--- src/rtl/y86_ctrl_pkg.sv ---
// Shared definitions for the sequential Y86-64 controller: status codes,
// instruction codes, the sequencer state encoding and the fetch-status
// priority helper.
package y86_ctrl_pkg;

    // Architectural status codes
    localparam logic [3:0] STAT_AOK = 4'd1;
    localparam logic [3:0] STAT_ADR = 4'd2;
    localparam logic [3:0] STAT_INS = 4'd3;
    localparam logic [3:0] STAT_HLT = 4'd4;

    // Instruction codes
    localparam logic [3:0] ICODE_HALT   = 4'h0;
    localparam logic [3:0] ICODE_NOP    = 4'h1;
    localparam logic [3:0] ICODE_IRMOVQ = 4'h3;
    localparam logic [3:0] ICODE_MRMOVQ = 4'h5;
    localparam logic [3:0] ICODE_OPQ    = 4'h6;

    typedef enum logic [3:0] {
        ST_IDLE      = 4'd0,
        ST_FETCH     = 4'd1,
        ST_DECODE    = 4'd2,
        ST_EXECUTE   = 4'd3,
        ST_MEMORY    = 4'd4,
        ST_WRITEBACK = 4'd5,
        ST_PCUPD     = 4'd6,
        ST_PAUSE     = 4'd7,
        ST_STOPPED   = 4'd8
    } ctrl_state_e;

    // Fetch faults in priority order: halt beats invalid instruction beats address error.
    function automatic logic [3:0] fetch_status(input logic hlt, input logic ins, input logic adr_err);
        logic [3:0] stat;
        if (hlt) begin
            stat = STAT_HLT;
        end else if (ins) begin
            stat = STAT_INS;
        end else if (adr_err) begin
            stat = STAT_ADR;
        end else begin
            stat = STAT_AOK;
        end
        return stat;
    endfunction

endpackage

--- src/rtl/y86_seq_controller_if.sv ---
// Bus between the Y86-64 sequencer and the rest of the core.
//   inputs to controller : Start, Step_Mode, Step, icode, HLT/INS/ADR, DataMemError,
//                          Mem_Ready, NewPC, ConditionCodes_Out
//   outputs of controller: PC, stage enables, ConditionCodes, Status, Running, Halted,
//                          Cycle_Count, Instr_Count
// master = core/environment side, slave = controller side.
interface y86_seq_controller_if #(
    parameter int PC_WIDTH  = 64,
    parameter int CNT_WIDTH = 32
);
    logic                 Start;
    logic                 Step_Mode;
    logic                 Step;
    logic [3:0]           icode;
    logic                 HLT;
    logic                 INS;
    logic                 ADR;
    logic                 DataMemError;
    logic                 Mem_Ready;
    logic [PC_WIDTH-1:0]  NewPC;
    logic [2:0]           ConditionCodes_Out;

    logic [PC_WIDTH-1:0]  PC;
    logic                 Fetch_En;
    logic                 Decode_En;
    logic                 Execute_En;
    logic                 Memory_En;
    logic                 Writeback_En;
    logic [2:0]           ConditionCodes;
    logic [3:0]           Status;
    logic                 Running;
    logic                 Halted;
    logic [CNT_WIDTH-1:0] Cycle_Count;
    logic [CNT_WIDTH-1:0] Instr_Count;

    modport master (
        output Start, Step_Mode, Step, icode, HLT, INS, ADR, DataMemError, Mem_Ready,
               NewPC, ConditionCodes_Out,
        input  PC, Fetch_En, Decode_En, Execute_En, Memory_En, Writeback_En,
               ConditionCodes, Status, Running, Halted, Cycle_Count, Instr_Count
    );

    modport slave (
        input  Start, Step_Mode, Step, icode, HLT, INS, ADR, DataMemError, Mem_Ready,
               NewPC, ConditionCodes_Out,
        output PC, Fetch_En, Decode_En, Execute_En, Memory_En, Writeback_En,
               ConditionCodes, Status, Running, Halted, Cycle_Count, Instr_Count
    );
endinterface

--- src/rtl/y86_mem_wait_timer.sv ---
// Counts consecutive Mem_Ready-low cycles while the MEMORY stage is active and
// flags a timeout in the MEM_TIMEOUT-th such cycle. Cleared whenever MEMORY is left.
// Ports: Clk, Reset_n (async active-low), Mem_En (MEMORY stage active),
//        Mem_Ready (access complete), Timeout (combinational flag for this cycle).
module y86_mem_wait_timer #(
    parameter int MEM_TIMEOUT = 15
) (
    input  logic Clk,
    input  logic Reset_n,
    input  logic Mem_En,
    input  logic Mem_Ready,
    output logic Timeout
);
    localparam int CW = (MEM_TIMEOUT > 1) ? $clog2(MEM_TIMEOUT) : 1;
    localparam logic [CW-1:0] LAST = CW'(MEM_TIMEOUT - 1);

    logic [CW-1:0] wait_cnt_r;

    // Wait counter: holds the number of low cycles already completed in this MEMORY visit.
    always_ff @(posedge Clk or negedge Reset_n) begin
        if (!Reset_n) begin
            wait_cnt_r <= {CW{1'b0}};
        end else if (!Mem_En || Mem_Ready) begin
            wait_cnt_r <= {CW{1'b0}};
        end else if (wait_cnt_r != LAST) begin
            wait_cnt_r <= wait_cnt_r + CW'(1'b1);
        end else begin
            wait_cnt_r <= wait_cnt_r;
        end
    end

    assign Timeout = Mem_En && !Mem_Ready && (wait_cnt_r == LAST);
endmodule

--- src/rtl/y86_seq_controller.sv ---
// Multi-cycle sequencer for the sequential Y86-64 core. Owns PC, Status and the
// condition codes; walks FETCH->DECODE->EXECUTE->MEMORY->WRITEBACK->PCUPD with
// one-hot stage enables, stops on halt/error, supports single-step via PAUSE.
// Ports: Clk, Reset_n (async active-low), bus (y86_seq_controller_if.slave) carrying
//        all control inputs and architectural/performance outputs.
module y86_seq_controller
    import y86_ctrl_pkg::*;
#(
    parameter int                  PC_WIDTH    = 64,
    parameter int                  IMEM_LIMIT  = 256,
    parameter logic [PC_WIDTH-1:0] RESET_PC    = '0,
    parameter int                  CNT_WIDTH   = 32,
    parameter int                  MEM_TIMEOUT = 15
) (
    input  logic                Clk,
    input  logic                Reset_n,
    y86_seq_controller_if.slave bus
);
    localparam logic [PC_WIDTH-1:0]  IMEM_LIMIT_PC = PC_WIDTH'(IMEM_LIMIT);
    localparam logic [CNT_WIDTH-1:0] CNT_MAX       = {CNT_WIDTH{1'b1}};

    ctrl_state_e          state_r;
    ctrl_state_e          state_next_s;
    logic [PC_WIDTH-1:0]  pc_r;
    logic [2:0]           cc_r;
    logic [3:0]           status_r;
    logic [CNT_WIDTH-1:0] cycle_cnt_r;
    logic [CNT_WIDTH-1:0] instr_cnt_r;
    logic [3:0]           fetch_stat_s;
    logic                 mem_timeout_s;
    logic                 mem_fault_s;
    logic                 fetch_en_s;
    logic                 decode_en_s;
    logic                 execute_en_s;
    logic                 memory_en_s;
    logic                 writeback_en_s;
    logic                 running_s;
    logic                 halted_s;

    // Out-of-range PC is folded into the ADR flag before prioritisation.
    assign fetch_stat_s = fetch_status(bus.HLT, bus.INS, bus.ADR || (pc_r >= IMEM_LIMIT_PC));
    // A data-memory error or a stalled access both end the instruction as ADR.
    assign mem_fault_s  = bus.DataMemError || mem_timeout_s;

    y86_mem_wait_timer #(
        .MEM_TIMEOUT (MEM_TIMEOUT)
    ) u_mem_wait_timer (
        .Clk       (Clk),
        .Reset_n   (Reset_n),
        .Mem_En    (memory_en_s),
        .Mem_Ready (bus.Mem_Ready),
        .Timeout   (mem_timeout_s)
    );

    // State register.
    always_ff @(posedge Clk or negedge Reset_n) begin
        if (!Reset_n) begin
            state_r <= ST_IDLE;
        end else begin
            state_r <= state_next_s;
        end
    end

    // Next-state logic.
    always_comb begin
        state_next_s = state_r;
        case (state_r)
            ST_IDLE:      if (bus.Start) state_next_s = ST_FETCH; else state_next_s = ST_IDLE;
            ST_FETCH:     if (fetch_stat_s != STAT_AOK) state_next_s = ST_STOPPED;
                          else state_next_s = ST_DECODE;
            ST_DECODE:    state_next_s = ST_EXECUTE;
            ST_EXECUTE:   state_next_s = ST_MEMORY;
            // Error outranks a simultaneous Mem_Ready.
            ST_MEMORY:    if (mem_fault_s) state_next_s = ST_STOPPED;
                          else if (bus.Mem_Ready) state_next_s = ST_WRITEBACK;
                          else state_next_s = ST_MEMORY;
            ST_WRITEBACK: state_next_s = ST_PCUPD;
            ST_PCUPD:     if (bus.Step_Mode) state_next_s = ST_PAUSE; else state_next_s = ST_FETCH;
            ST_PAUSE:     if (bus.Step || !bus.Step_Mode) state_next_s = ST_FETCH;
                          else state_next_s = ST_PAUSE;
            ST_STOPPED:   state_next_s = ST_STOPPED;
            default:      state_next_s = ST_IDLE;
        endcase
    end

    // Output decode: stage strobes and run/halt indicators from the state register.
    always_comb begin
        fetch_en_s     = 1'b0;
        decode_en_s    = 1'b0;
        execute_en_s   = 1'b0;
        memory_en_s    = 1'b0;
        writeback_en_s = 1'b0;
        running_s      = 1'b0;
        halted_s       = 1'b0;
        case (state_r)
            ST_FETCH:     begin fetch_en_s     = 1'b1; running_s = 1'b1; end
            ST_DECODE:    begin decode_en_s    = 1'b1; running_s = 1'b1; end
            ST_EXECUTE:   begin execute_en_s   = 1'b1; running_s = 1'b1; end
            ST_MEMORY:    begin memory_en_s    = 1'b1; running_s = 1'b1; end
            ST_WRITEBACK: begin writeback_en_s = 1'b1; running_s = 1'b1; end
            ST_PCUPD:     running_s = 1'b1;
            ST_STOPPED:   halted_s  = 1'b1;
            default:      running_s = 1'b0;
        endcase
    end

    // Architectural registers (PC, CC, Status) and saturating performance counters.
    always_ff @(posedge Clk or negedge Reset_n) begin
        if (!Reset_n) begin
            pc_r        <= RESET_PC;
            cc_r        <= 3'b000;
            status_r    <= STAT_AOK;
            cycle_cnt_r <= {CNT_WIDTH{1'b0}};
            instr_cnt_r <= {CNT_WIDTH{1'b0}};
        end else begin
            if (running_s && (cycle_cnt_r != CNT_MAX)) begin
                cycle_cnt_r <= cycle_cnt_r + CNT_WIDTH'(1'b1);
            end
            case (state_r)
                ST_FETCH: begin
                    if (fetch_stat_s != STAT_AOK) status_r <= fetch_stat_s;
                end
                ST_EXECUTE: begin
                    if (bus.icode == ICODE_OPQ) cc_r <= bus.ConditionCodes_Out;
                end
                ST_MEMORY: begin
                    if (mem_fault_s) status_r <= STAT_ADR;
                end
                ST_PCUPD: begin
                    pc_r <= bus.NewPC;
                    if (instr_cnt_r != CNT_MAX) instr_cnt_r <= instr_cnt_r + CNT_WIDTH'(1'b1);
                end
                default: begin
                    pc_r <= pc_r;
                end
            endcase
        end
    end

    assign bus.PC             = pc_r;
    assign bus.ConditionCodes = cc_r;
    assign bus.Status         = status_r;
    assign bus.Cycle_Count    = cycle_cnt_r;
    assign bus.Instr_Count    = instr_cnt_r;
    assign bus.Fetch_En       = fetch_en_s;
    assign bus.Decode_En      = decode_en_s;
    assign bus.Execute_En     = execute_en_s;
    assign bus.Memory_En      = memory_en_s;
    assign bus.Writeback_En   = writeback_en_s;
    assign bus.Running        = running_s;
    assign bus.Halted         = halted_s;
endmodule

--- src/flat_wrapper.sv ---
// flat-port wrapper written by rule: the top's interface ports become plain ports
module y86_seq_controller_flat import y86_ctrl_pkg::*;
#(
    parameter int                  PC_WIDTH    = 64,
    parameter int                  IMEM_LIMIT  = 256,
    parameter logic [PC_WIDTH-1:0] RESET_PC    = '0,
    parameter int                  CNT_WIDTH   = 32,
    parameter int                  MEM_TIMEOUT = 15
)
  (Clk, Reset_n, bus_Start, bus_Step_Mode, bus_Step, bus_icode, bus_HLT, bus_INS, bus_ADR, bus_DataMemError, bus_Mem_Ready, bus_NewPC, bus_ConditionCodes_Out, bus_PC, bus_Fetch_En, bus_Decode_En, bus_Execute_En, bus_Memory_En, bus_Writeback_En, bus_ConditionCodes, bus_Status, bus_Running, bus_Halted, bus_Cycle_Count, bus_Instr_Count);
  y86_seq_controller_if #(.PC_WIDTH(PC_WIDTH), .CNT_WIDTH(CNT_WIDTH)) bus_i ();
  input  logic Clk;
  input  logic Reset_n;
  input wire logic [$bits(bus_i.Start)-1:0] bus_Start;
  input wire logic [$bits(bus_i.Step_Mode)-1:0] bus_Step_Mode;
  input wire logic [$bits(bus_i.Step)-1:0] bus_Step;
  input wire logic [$bits(bus_i.icode)-1:0] bus_icode;
  input wire logic [$bits(bus_i.HLT)-1:0] bus_HLT;
  input wire logic [$bits(bus_i.INS)-1:0] bus_INS;
  input wire logic [$bits(bus_i.ADR)-1:0] bus_ADR;
  input wire logic [$bits(bus_i.DataMemError)-1:0] bus_DataMemError;
  input wire logic [$bits(bus_i.Mem_Ready)-1:0] bus_Mem_Ready;
  input wire logic [$bits(bus_i.NewPC)-1:0] bus_NewPC;
  input wire logic [$bits(bus_i.ConditionCodes_Out)-1:0] bus_ConditionCodes_Out;
  output wire logic [$bits(bus_i.PC)-1:0] bus_PC;
  output wire logic [$bits(bus_i.Fetch_En)-1:0] bus_Fetch_En;
  output wire logic [$bits(bus_i.Decode_En)-1:0] bus_Decode_En;
  output wire logic [$bits(bus_i.Execute_En)-1:0] bus_Execute_En;
  output wire logic [$bits(bus_i.Memory_En)-1:0] bus_Memory_En;
  output wire logic [$bits(bus_i.Writeback_En)-1:0] bus_Writeback_En;
  output wire logic [$bits(bus_i.ConditionCodes)-1:0] bus_ConditionCodes;
  output wire logic [$bits(bus_i.Status)-1:0] bus_Status;
  output wire logic [$bits(bus_i.Running)-1:0] bus_Running;
  output wire logic [$bits(bus_i.Halted)-1:0] bus_Halted;
  output wire logic [$bits(bus_i.Cycle_Count)-1:0] bus_Cycle_Count;
  output wire logic [$bits(bus_i.Instr_Count)-1:0] bus_Instr_Count;
  assign bus_i.Start = bus_Start;
  assign bus_i.Step_Mode = bus_Step_Mode;
  assign bus_i.Step = bus_Step;
  assign bus_i.icode = bus_icode;
  assign bus_i.HLT = bus_HLT;
  assign bus_i.INS = bus_INS;
  assign bus_i.ADR = bus_ADR;
  assign bus_i.DataMemError = bus_DataMemError;
  assign bus_i.Mem_Ready = bus_Mem_Ready;
  assign bus_i.NewPC = bus_NewPC;
  assign bus_i.ConditionCodes_Out = bus_ConditionCodes_Out;
  assign bus_PC = bus_i.PC;
  assign bus_Fetch_En = bus_i.Fetch_En;
  assign bus_Decode_En = bus_i.Decode_En;
  assign bus_Execute_En = bus_i.Execute_En;
  assign bus_Memory_En = bus_i.Memory_En;
  assign bus_Writeback_En = bus_i.Writeback_En;
  assign bus_ConditionCodes = bus_i.ConditionCodes;
  assign bus_Status = bus_i.Status;
  assign bus_Running = bus_i.Running;
  assign bus_Halted = bus_i.Halted;
  assign bus_Cycle_Count = bus_i.Cycle_Count;
  assign bus_Instr_Count = bus_i.Instr_Count;
  y86_seq_controller #(.PC_WIDTH(PC_WIDTH), .IMEM_LIMIT(IMEM_LIMIT), .RESET_PC(RESET_PC), .CNT_WIDTH(CNT_WIDTH), .MEM_TIMEOUT(MEM_TIMEOUT)) u_core (.Clk(Clk), .Reset_n(Reset_n), .bus(bus_i));
endmodule
--- config.mk ---
export PLATFORM = sky130hd
export DESIGN_NAME = y86_seq_controller_flat
export DESIGN_NICKNAME = d
export VERILOG_FILES = /design/src/rtl/y86_ctrl_pkg.sv /design/src/rtl/y86_seq_controller_if.sv /design/src/rtl/y86_mem_wait_timer.sv /design/src/rtl/y86_seq_controller.sv /design/src/flat_wrapper.sv
export SDC_FILE = /design/constraint.sdc
export NUM_CORES = 1
export LEC_CHECK = 0
export CORE_MARGIN = 5
export CORE_UTILIZATION = 45
export DETAILED_ROUTE_END_ITERATION = 6
export GPL_TIMING_DRIVEN = 0
export PLACE_DENSITY_LB_ADDON = 0.1
export SETUP_SLACK_MARGIN = 0.1
export SLEW_MARGIN = 30
export SYNTH_ARGS = -nofsm -noshare
export SYNTH_HDL_FRONTEND = slang
export SYNTH_SLANG_ARGS = --single-unit
export TNS_END_PERCENT = 10
--- constraint.sdc ---
create_clock -name Clk -period 5.16 [get_ports Clk]
set_clock_uncertainty 0.2 [all_clocks]
set_input_delay 0.774 -clock Clk [delete_from_list [all_inputs] [get_ports Clk]]
set_output_delay 0.774 -clock Clk [all_outputs]
set_load 0.01 [all_outputs]
==> results.yml <==
worst_setup_path:
  cp_slowest_cell: "clkdlybuf4s50_1"
  cp.required_ns: 4.19
  path_depth: 4
  r2r_start: "u_core.state_r[2]$_DFF_PN0_"
  cpLargestDelayFamily: "buffers and inverters"
  crit_start: "u_core.state_r[0]$_DFF_PN0_"
  rrSetupSlack_ns: 2.68
  reg2reg_to: "u_core.bus.PC[39]$_DFFE_PN0P_"
  endpoint_kind: "output port"
  slowest_delay_ns: 0.69
  crit_chain: "clkbuf_1 > nand2b_1 > nor3_1 > clkdlybuf4s50_1"
  cp-start-kind: "register"
  critPathMaxFanout: 10
  worstPathArrival_ns: 2.45
  crit_path_end: "bus_Fetch_En"
  worstSetupPathType: "register to output port"
  critPathBufInv: 2
  rr_worst_depth: 7
power:
  pwr-share-clk_pct: 42.6
  p_int_mw: 2.03
  p_leak_nw: 4.07
  power_frac_seq_pct: 44.8
  power_mw: 2.67
  powerDensity_nw_per_um2: 283
  p_comb_share_pct: 12.5
  p_switching_mw: 0.644
  max-vdd-ir-drop_v: 0.000215
  p_sw_share_pct: 24.1
clock_tree:
  cts_tree: "built"
  cts_buffers: 17
  cts.path.max_buffers: 2
  cts-resized-gates: 0
  cts_hold_buffers: 0
  clkLatencyLatePin_ns: 0.41
  clock-root-buffer: "clkbuf_16"
  clk_transition_reported_paths_ns: 0.06
  h-tree-depth: 4
  post_cts_buffers: 0
  clkSinkCount: 142
yosys:
  synth.ff_latch_count: 142
  synth_most_common_cell: "nand2_1"
  synthesis.nets: 737
  synth_edf_count: 0
  yosysTopAreaCellShare_pct: 54.9
  synthTopCellsByCount: "222 x nand2_1, 141 x dfrtp_1, 38 x xnor2_1"
  synthArstFlopShare_pct: 100
  synth_area_leaders: "dfrtp_1 55%, nand2_1 13%, xnor2_1 5.2%, xor2_1 2.6%, nand4_1 2.5%"
  ys_types: 52
  synthAdderAreaFrac_pct: 0.778
  ys_warn_count: 0
  synth_xor_area_share_pct: 7.76
  synth_area_per_cell_um2: 9.86
  synthCells: 652
  yosysSeqAreaShare_pct: 55.3
  synth_top_family_by_area: "simple AND/OR/NAND/NOR gates"
  synth_compound_area_share_pct: 4.28
  synthSimpleGateAreaFrac_pct: 28.4
  synth_flop_cell: "dfrtp_1"
  synth_top_area_cell: "dfrtp_1"
  netlist_area_um2: 6430
  synth.area.mux_share_pct: 1.40
sta:
  worst_pin_slew_ns: 0.870
  fin_crit_sh_pct: 66.4
  slew_violations: 0
  finalSetupViolations: 0
  layout_min_cycle_time_ns: 3.43
  fmax_ghz: 0.292
  rsz0062_at_grt: "false"
  slew_headroom_pct: 41.5
  setup_slack_ns: 1.73
  hold_viol_final: 0
  fin_hold_ws_ns: 0.0990
detailed_routing:
  drtIter0Drc: 317
  drtAntennaViolNets: 0
  vias_per_cell: 5.12
  routedWlPerCell_um: 16.9
  first_pass_iters: 7
  drc: 0
  routed_wl_mm: 18.4
  vias: 5557
floorplan:
  fp.dieArea_um2: 16800
  row_count: 43
  die_h_um: 130
  initial_utilization_pct: 46.1
  fp.dieW_um: 130
  core_area_um2: 13900
  io_pins: 223
place:
  place_area_um2: 8900
  place_ws_ns: 2.00
  dpl.cell_count: 1054
  gp_congestion: 0.885
  port_buffers: 221
  dpl.hpwl_mm: 13.8
final_layout:
  drive_above_1_share_pct: 6.84
  instances_no_fill: 1086
  n_fill_cell: 1063
  nNetsFinal: 978
  synthToLayoutAreaGrowth_pct: 47.1
  finalInstanceArea_um2: 9460
  diodes: 0
global_route:
  grt_pass1_vias: 5717
  gr-usage-met1_pct: 28.4
  grt_usage_pct: 22.6
  use_met2_pct: 36.0
  grt_max_degree: 79
  grt_pass1_wl_mm: 29.7
  busiest_layer: "met2"
  met3_usage_pct: 8.08
  grt_overflow_total: 0
  antenna_found_initial: 0
worst_hold_path:
  min-delay-path-class: "input pin to asynchronous set/reset pin"
status:
  outcome: "complete, no violations"
job:
  max_cap_viol_count: 0
-- per-layer routing --
metal,up-vias,share of wire [%]
met5,-,0
met4,0,2.3
met3,26,8.9
met2,200,47
met1,2636,41
li1,2695,-
-- logic make-up after synthesis --
| group | count (synthesis) |
|---|---|
| and+or+nand+nor | 375 |
| DFF | 142 |
| xor gates and xnor gates | 57 |
| AOI/OAI and AO/OA | 33 |
| buffers and inverters | 32 |
| muxes | 8 |
| adders and majority gates | 4 |
| other | 1 |
-- how the worst min path moves through the flow --
stage	end	cells after the start	startpoint	slack [ns]
2_1_floorplan	u_core.u_mem_wait_timer.wait_cnt_r[3]$_DFFE_PN0N_	1	u_core.u_mem_wait_timer.wait_cnt_r[3]$_DFFE_PN0N_	0.27
3_3_place_gp	u_core.bus.PC[3]$_DFFE_PN0P_	2	u_core.bus.PC[3]$_DFFE_PN0P_	0.26
3_5_place_dp	u_core.bus.PC[4]$_DFFE_PN0P_	2	u_core.bus.PC[4]$_DFFE_PN0P_	0.27
4_1_cts	u_core.bus.Instr_Count[6]$_DFFE_PN0P_	1	Reset_n	0.11
5_1_grt	u_core.bus.Instr_Count[6]$_DFFE_PN0P_	1	Reset_n	0.12
6_report	u_core.bus.Instr_Count[6]$_DFFE_PN0P_	1	Reset_n	0.1
-- through the flow --
stage	TNS, ns	util (%)
after floorplan	0	-
after global placement	-336.92	63.6
after detailed placement	0	63.9
after CTS	0	67.9
after global routing	0	67.9
final	0	67.9
-- registers in the layout, summed over array words and instances (netlist names) --
| name | count |
|---|---|
| u_core.bus.PC | 64 |
| u_core.bus.ConditionCodes | 3 |
| u_core.bus.Instr_Count | 32 |
| u_core.state_r | 4 |
| u_core.bus.Cycle_Count | 32 |
| u_core.u_mem_wait_timer.wait_cnt_r | 4 |
| u_core.bus.Status | 3 |
-- final cells by class --
| cell class | instances | area, µm² | area share (%) |
|---|---|---|---|
| clock inverters | 5 | 27.5 | 0.291 |
| repair buffers | 222 | 2240 | 23.7 |
| inverters | 10 | 37.5 | 0.397 |
| clock buffers | 27 | 533 | 5.63 |
| plain buffers | 22 | 91.3 | 0.965 |
| multi-input cells | 478 | 2750 | 29.0 |
| well taps | 180 | 225 | 2.38 |
| flip-flops and latches | 142 | 3550 | 37.6 |
-- placed cells by master (no fill, tap or decap), drive strengths merged, types with 9 or more instances in the layout --
master         synthesis  layout
nand2                222     222
clkdlybuf4s50          0     220
dfrtp                141     141
clkbuf                14      41
xnor2                 38      38
nand4                 29      29
nand3                 23      23
nor2                  22      22
nor4                  20      20
xor2                  19      19
nor3                  16      16
and3                  14      14
inv                   10      10
buf                    8      10
a21oi                  9       9
-- power by group through the flow --
stage                     Sequential, mW  Clock (mW)  Combinational, mW
final                               1.20        1.14              0.335
after global routing                1.21        1.22              0.363
after CTS                           1.20        1.16              0.340
after detailed placement            1.22           0              0.338
after global placement              1.22           0              0.328
after floorplan                     1.22           0              0.119
No activity file was read; power rests on OpenSTA's default activity.
